File: src/rtl/stage5_dict_update.sv
// Serialises groups of up to three de-FAST messages onto a valid/ready stream,
// skipping default messages and capturing the header bytes of each emitted message.
// Optional skipped-message counter on err_cnt is enabled by defining STAGE5_ERR_CNT_EN.

`ifndef MAX_MESSAGE_BITS
`define MAX_MESSAGE_BITS 264
`endif
`ifndef field_PID1_bits
`define field_PID1_bits 8
`endif
`ifndef DEFAUT_MESSAGE
`define DEFAUT_MESSAGE 264'h0
`endif

module stage5_dict_update #(
    parameter int MSG_W   = `MAX_MESSAGE_BITS,
    parameter int FIELD_W = `field_PID1_bits,
    parameter int ERR_W   = 16,
    parameter logic [MSG_W-1:0] DEFAULT_MSG = `DEFAUT_MESSAGE
) (
    input  logic               clk,
    input  logic               rst_n,
    input  logic               in_valid,
    output logic               in_ready,
    input  logic [2:0]         in_mask,
    input  logic [MSG_W-1:0]   message_1,
    input  logic [MSG_W-1:0]   message_2,
    input  logic [MSG_W-1:0]   message_3,
    output logic               out_valid,
    input  logic               out_ready,
    output logic [MSG_W-1:0]   out_message,
    output logic               out_last,
    output logic [FIELD_W-1:0] field_PID1,
    output logic [FIELD_W-1:0] field_MC1,
    output logic [FIELD_W-1:0] field_MT1
`ifdef STAGE5_ERR_CNT_EN
    ,
    output logic [ERR_W-1:0]   err_cnt
`endif
);

    typedef enum logic {IDLE, EMIT} state_t;

    state_t             state_reg, state_next;
    logic [1:0]         idx_reg, idx_next;
    logic [2:0]         mask_reg;
    logic [MSG_W-1:0]   buf_reg [3];
    logic [MSG_W-1:0]   msg_in [3];
    logic [2:0]         slot_default;
    logic [2:0]         higher_mask;
    logic               cur_default;
    logic               has_next;
    logic               accept;
    logic               advance;
    logic [FIELD_W-1:0] pid1_reg, mc1_reg, mt1_reg;

    function automatic logic [1:0] lowest_set(input logic [2:0] m);
        if (m[0])      return 2'd0;
        else if (m[1]) return 2'd1;
        else           return 2'd2;
    endfunction

    assign msg_in[0] = message_1;
    assign msg_in[1] = message_2;
    assign msg_in[2] = message_3;

    generate
        for (genvar gi = 0; gi < 3; gi++) begin : g_slot
            assign slot_default[gi] = (buf_reg[gi] == DEFAULT_MSG);

            always_ff @(posedge clk) begin
                if (!rst_n)
                    buf_reg[gi] <= '0;
                else if (accept)
                    buf_reg[gi] <= msg_in[gi];
            end
        end
    endgenerate

    // Slots above the current one that are still waiting in the buffer.
    always_comb begin
        higher_mask = 3'b000;
        case (idx_reg)
            2'd0:    higher_mask = mask_reg & 3'b110;
            2'd1:    higher_mask = mask_reg & 3'b100;
            default: higher_mask = 3'b000;
        endcase
    end

    assign cur_default = slot_default[idx_reg];
    assign has_next    = |higher_mask;
    assign accept      = (state_reg == IDLE) && in_valid;
    // A default slot leaves after one cycle regardless of out_ready.
    assign advance     = (state_reg == EMIT) && (cur_default || out_ready);

    always_ff @(posedge clk) begin
        if (!rst_n) begin
            state_reg <= IDLE;
            idx_reg   <= 2'd0;
        end else begin
            state_reg <= state_next;
            idx_reg   <= idx_next;
        end
    end

    always_comb begin
        state_next = state_reg;
        idx_next   = idx_reg;
        case (state_reg)
            IDLE: begin
                if (in_valid && (in_mask != 3'b000)) begin
                    state_next = EMIT;
                    idx_next   = lowest_set(in_mask);
                end
            end
            EMIT: begin
                if (advance) begin
                    if (has_next)
                        idx_next = lowest_set(higher_mask);
                    else
                        state_next = IDLE;
                end
            end
            default: state_next = IDLE;
        endcase
    end

    always_comb begin
        in_ready    = (state_reg == IDLE);
        out_valid   = (state_reg == EMIT) && !cur_default;
        out_message = out_valid ? buf_reg[idx_reg] : '0;
        out_last    = out_valid && !has_next;
    end

    always_ff @(posedge clk) begin
        if (!rst_n)
            mask_reg <= 3'b000;
        else if (accept)
            mask_reg <= in_mask;
    end

    always_ff @(posedge clk) begin
        if (!rst_n) begin
            pid1_reg <= '0;
            mc1_reg  <= '0;
            mt1_reg  <= '0;
        end else if (out_valid && out_ready) begin
            pid1_reg <= out_message[MSG_W-1 -: FIELD_W];
            mc1_reg  <= out_message[MSG_W-1-FIELD_W -: FIELD_W];
            mt1_reg  <= out_message[MSG_W-1-2*FIELD_W -: FIELD_W];
        end
    end

    assign field_PID1 = pid1_reg;
    assign field_MC1  = mc1_reg;
    assign field_MT1  = mt1_reg;

`ifdef STAGE5_ERR_CNT_EN
    logic [ERR_W-1:0] err_cnt_reg;

    always_ff @(posedge clk) begin
        if (!rst_n)
            err_cnt_reg <= '0;
        else if ((state_reg == EMIT) && cur_default && (err_cnt_reg != {ERR_W{1'b1}}))
            err_cnt_reg <= err_cnt_reg + 1'b1;
    end

    assign err_cnt = err_cnt_reg;
`endif

endmodule

File: config.mk
export PLATFORM = sky130hd
export DESIGN_NAME = stage5_dict_update
export DESIGN_NICKNAME = d
export VERILOG_FILES = /design/src/rtl/stage5_dict_update.sv
export SDC_FILE = /design/constraint.sdc
export NUM_CORES = 2
export LEC_CHECK = 0
export ABC_AREA = 1
export ABC_CLOCK_PERIOD_IN_PS = 22800
export BUFFER_PORTS_ARGS = -buffer_cell sky130_fd_sc_hd__buf_2
export CAP_MARGIN = 30
export CORE_AREA = 2 2 424 426
export CTS_BUF_LIST = sky130_fd_sc_hd__clkbuf_4 sky130_fd_sc_hd__clkbuf_8
export DETAILED_ROUTE_END_ITERATION = 6
export DIE_AREA = 0 0 426 428
export GPL_ROUTABILITY_DRIVEN = 0
export HOLD_SLACK_MARGIN = 0.03
export PLACE_DENSITY = 0.5
export SLEW_MARGIN = 25
export SYNTH_ARGS = -nofsm -noshare
export SYNTH_HDL_FRONTEND = slang
export SYNTH_SLANG_ARGS = --single-unit
export TNS_END_PERCENT = 100
File: constraint.sdc
create_clock -name clk -period 22.8 [get_ports clk]
set_input_delay 4.56 -clock clk [delete_from_list [all_inputs] [get_ports clk]]
set_output_delay 4.56 -clock clk [all_outputs]
set_load 0.05 [all_outputs]
# Word level (Yosys, flattened, before mapping)
# Memory sizes are Yosys's and may differ from the RTL's. A register that Yosys moved wholly into a read port is not among the register bits.
# Cells that the tools add are included.
[totals]
reg_bits = 30
ramBits = 792
in_bits = 799
memories = 1
[op_classes]
magnitude_cmp = 1
eq_ne = 4
mux = 25
bitwise = 4
n_reduce_logical = 16
[memory_table]
columns = ["memory", "depth", "word_bits", "read_ports", "rd_clocked_by_memory_dff", "wr", "line_no", "rtl"]
rows = [
  ["buf_reg", 3, 264, 4, 1, 3, "47", "logic [MSG_W-1:0] buf_reg [3];"],
]
[op_table]
columns = ["cell", "n"]
rows = [
  ["264-bit two-way mux", 4],
  ["264-bit zero test", 3],
  ["2-bit two-way mux", 9],
  ["1-bit two-way mux", 8],
  ["1-bit logical AND", 6],
  ["2-bit by 1-bit != test with 1-bit output, second input constant", 3],
  ["3-bit one-hot mux with 2 select lines", 1],
  ["2-bit one-hot mux with 2 select lines", 1],
  ["2-bit by 3-bit less-than comparator with 1-bit output, second input constant", 1],
  ["1-bit OR", 3],
  ["3-bit AND reduction", 1],
  ["3-bit nonzero test", 1],
  ["3-bit OR reduction", 1],
  ["1-bit binary-select mux with 2-bit select", 1],
  ["2-bit by 1-bit equality test with 1-bit output, second input constant", 1],
  ["1-bit zero test", 2],
  ["2-bit zero test", 1],
  ["1-bit one-hot mux with 2 select lines", 1],
  ["1-bit logical OR", 1],
  ["1-bit inverter", 1],
]

# Longest topological paths before layout
[depth]
depth_word = 9
mapped_depth = 15

# Worst setup path after synthesis
# No wires, ideal clock.
[synth_timing]
kind = "input port to flip-flop"
startpoint = "input in_valid"
endpoint = "memory buf_reg[0][0] (netlist bit) (enable)"
setup_time_ns = 5.522
t_arrival_ns = 17.352
path_slack_ns = -0.074
cell_stages = 2
n_path_buf = 0
cell_sequence = "nand2_1 nand2_1"
[synth_lines]
columns = ["element", "line_no", "rtl"]
rows = [
  ["from (decl)", "23", "input logic in_valid,"],
  ["to (decl)", "47", ""],
]

==> flow_metrics.tcl <==
set metrics [dict create \
    vias_per_cell 4.24 \
    synth_area_leaders "edfxtp_1 (57%), nor2_1 (12%), inv_1 (10%)" \
    fin_skew_ns 0.0504 \
    fp-row-count 155 \
    p_leak_nw 25.2 \
    muxShareOfSynthArea_pct 1.86 \
    cts_hold_buf 0 \
    fin_total_pwr_mw 4.19 \
    max-clock-path-buffers 3 \
    io_pins 1090 \
    clock_latency_ns 0.93 \
    clockRootBuffer "clkbuf_8" \
    start_util_pct 23.5 \
    crit_start "buf_reg[1][122]$_SDFFCE_PN0P_" \
    post_cts_resized 0 \
    grt.overflow.total 0 \
    dr.pass1.iters 5 \
    hp-class "reg -> reg" \
    path_class "reg -> out" \
    routed.top_layer "met5" \
    ys_ff_latch 823 \
    ys_seq_area_share_pct 58.4 \
    yosysTopAreaCell "edfxtp_1" \
    report.final.slew_viol_count 0 \
    ys_async_sr_fraction_pct 0 \
    grt_start_max_net_pins 194 \
    numClockSinks 823 \
    worstMarginPinSlew_ns 1.03 \
    dpl.hpwl_mm 130 \
    path_clk_slew_ns 0.06 \
    start_kind "flop" \
    r2r_start "state_reg$_SDFF_PN0_" \
    syn_area_sq_um 41800 \
    placed_cell_area_sq_um 49400 \
    reg2regPathDepth 9 \
    holdWs_ns 0.466 \
    grt_usage_pct 17.9 \
    largest_register_ff_count 792 \
    min_period_over_period_pct 43.4 \
    rsz0062_at_grt "no" \
    die_area_sq_um 182000 \
    fin_ws_ns 12.91 \
    r2r_slack_ns 17.88 \
    crit_arrival_ns 5.33 \
    setup_viol 0 \
    post-route-util_pct 29.8 \
    crit_fanout 89 \
    dpl_worst_slack_ns 13.29 \
    cts_inserted_buffers 161 \
    grt_pass1_wl_mm 238 \
    wl_met2_mm 86.7 \
    setup_tns_ns 0 \
    yosys_warnings 0 \
    via_count 35494 \
    die_w_microns 426 \
    io_buffers 1089 \
    ys_types 32 \
    fillers 19256 \
    postCtsSetupRepairBufs 0 \
    synth_top_family_by_area "simple AND/OR/NAND/NOR gates" \
    p_per_area_nw_per_um2 79.2 \
    finalNonFillerCells 8363 \
    wire_per_inst_microns 20.2 \
    yosys.area_share.xor_xnor_pct 0 \
    nets 6650 \
    hp-start "field_PID1[3]$_SDFFE_PN0P_" \
    core-area_sq_um 178000 \
    crit_required_ns 18.24 \
    status "complete, no violations" \
    antenna_found_initial 65 \
    max_cap_viol_count 0 \
    first_global_vias 35794 \
    maxSlewHeadroom_pct 31.5 \
    dpl.cell_count 8039 \
    cts.htree.levels 4 \
    synth_edf_count 792 \
    yosys.area_share.simple_pct 19.1 \
    final_antenna_net_count 0 \
    syn2layout_area_growth_pct 26.5 \
    drc 0 \
    drive_above_1_share_pct 25.5 \
    synthAdderAreaFrac_pct 0 \
    design_area_sq_um 52900 \
    whs_path_depth 2 \
    synth_flop_cell "edfxtp_1" \
    finalHoldViolCount 0 \
    syn-instance-count 4799 \
    wl_mm 169 \
    synth-compound-area-share_pct 7.76 \
    end_kind "output pin" \
    die_h_microns 428 \
    m1WireLength_mm 64.8 \
    synth.net_count 5598 \
    irDropWorstVdd_uv 54.6 \
    avgSynthCellArea_sq_um 8.71 \
    worstHoldEndpoint "field_PID1[3]$_SDFFE_PN0P_" \
    fmax_ghz 0.101 \
    worstReg2RegEnd "buf_reg[2][158]$_SDFFCE_PN0P_" \
    synth.top_cell.area_share_pct 56.9 \
    cts_tree "done" \
    met3_length_mm 11.2 \
    drtIter0Drc 2473 \
    period_needed_ns 9.89 \
]
[how the worst max path moves through the flow]
stage / cells past startpoint / to
final: 14 / out_message[216]
after global routing: 14 / out_message[216]
after CTS: 14 / out_message[216]
after detailed placement: 7 / buf_reg[0][92]$_SDFFCE_PN0P_
after global placement: 7 / buf_reg[0][90]$_SDFFCE_PN0P_
after floorplan: 2 / buf_reg[0][0]$_SDFFCE_PN0P_
[worst max-delay path, stage by stage, from the launching register on]
cell,delay [ns]
edfxtp_1,0.38
nor2_1,0.29
nand2_1,0.09
nor2_1,0.10
nand2_1,0.09
nor2_1,0.41
nand2_1,0.29
nor2_1,0.20
nand2_1,0.20
nor2_4,0.19
nor2_8,0.13
nand2_8,0.56
buf_4,0.73
a21oi_1,0.24
buf_2,0.29
[placed cells by master, fill, tap and decap left out, types with 55 or more instances in the layout]
cell / count
inv_1: 1124
o211ai_1: 127
nand4_1: 55
buf_2: 1089
nand2_1: 598
o21ai_0: 96
clkbuf_8: 164
clkbuf_4: 65
edfxtp_1: 792
mux2_2: 69
a21oi_1: 192
nor2_1: 1315
[where the power goes]
| part | leakage (nW) | switching (mW) | total [mW] | internal [mW] |
|---|---|---|---|---|
| clock network | 1.73 | 0.700 | 1.57 | 0.869 |
| logic | 14.6 | 0.539 | 0.746 | 0.207 |
| registers | 8.86 | 0.0707 | 1.87 | 1.80 |
[synth_stat cells, types with 52 or more instances]
| cell | count |
|---|---|
| nand3_1 | 55 |
| nor2_1 | 1315 |
| clkbuf_1 | 118 |
| buf_2 | 78 |
| a21oi_1 | 192 |
| nand2_1 | 599 |
| a211oi_2 | 52 |
| inv_1 | 1125 |
| o211ai_1 | 127 |
| mux2_2 | 69 |
| nand4_1 | 55 |
| edfxtp_1 | 792 |
| o21ai_0 | 96 |
[kinds of logic (layout without fill, tap and decap cells)]
kind of cell | after synthesis | count (layout)
and+or+nand+nor | 2049 | 2049
buffers and inverters | 1364 | 2539
DFF | 823 | 823
AOI/OAI and AO/OA | 494 | 494
muxes | 69 | 69
other | 0 | 34
[routing by layer]
metal	GRT usage, %	vias to the layer above
li1	-	17097
met1	20.2	16680
met2	31.9	1298
met3	4.41	363
met4	7.29	56
met5	0	-
[final cells by class]
cell class / count / area (sq um) / share of cell area [%]
antenna: 34 / 85.1 / 0.161
clock buffer: 229 / 2750 / 5.19
clock inverter: 57 / 538 / 1.02
inverter: 1126 / 4230 / 8.00
multi-input combinational: 2612 / 12000 / 22.8
sequential: 823 / 24400 / 46.1
tap: 2355 / 2950 / 5.57
timing repair buffer: 1127 / 5910 / 11.2
Note: power is estimated with default switching activity, not from simulation.
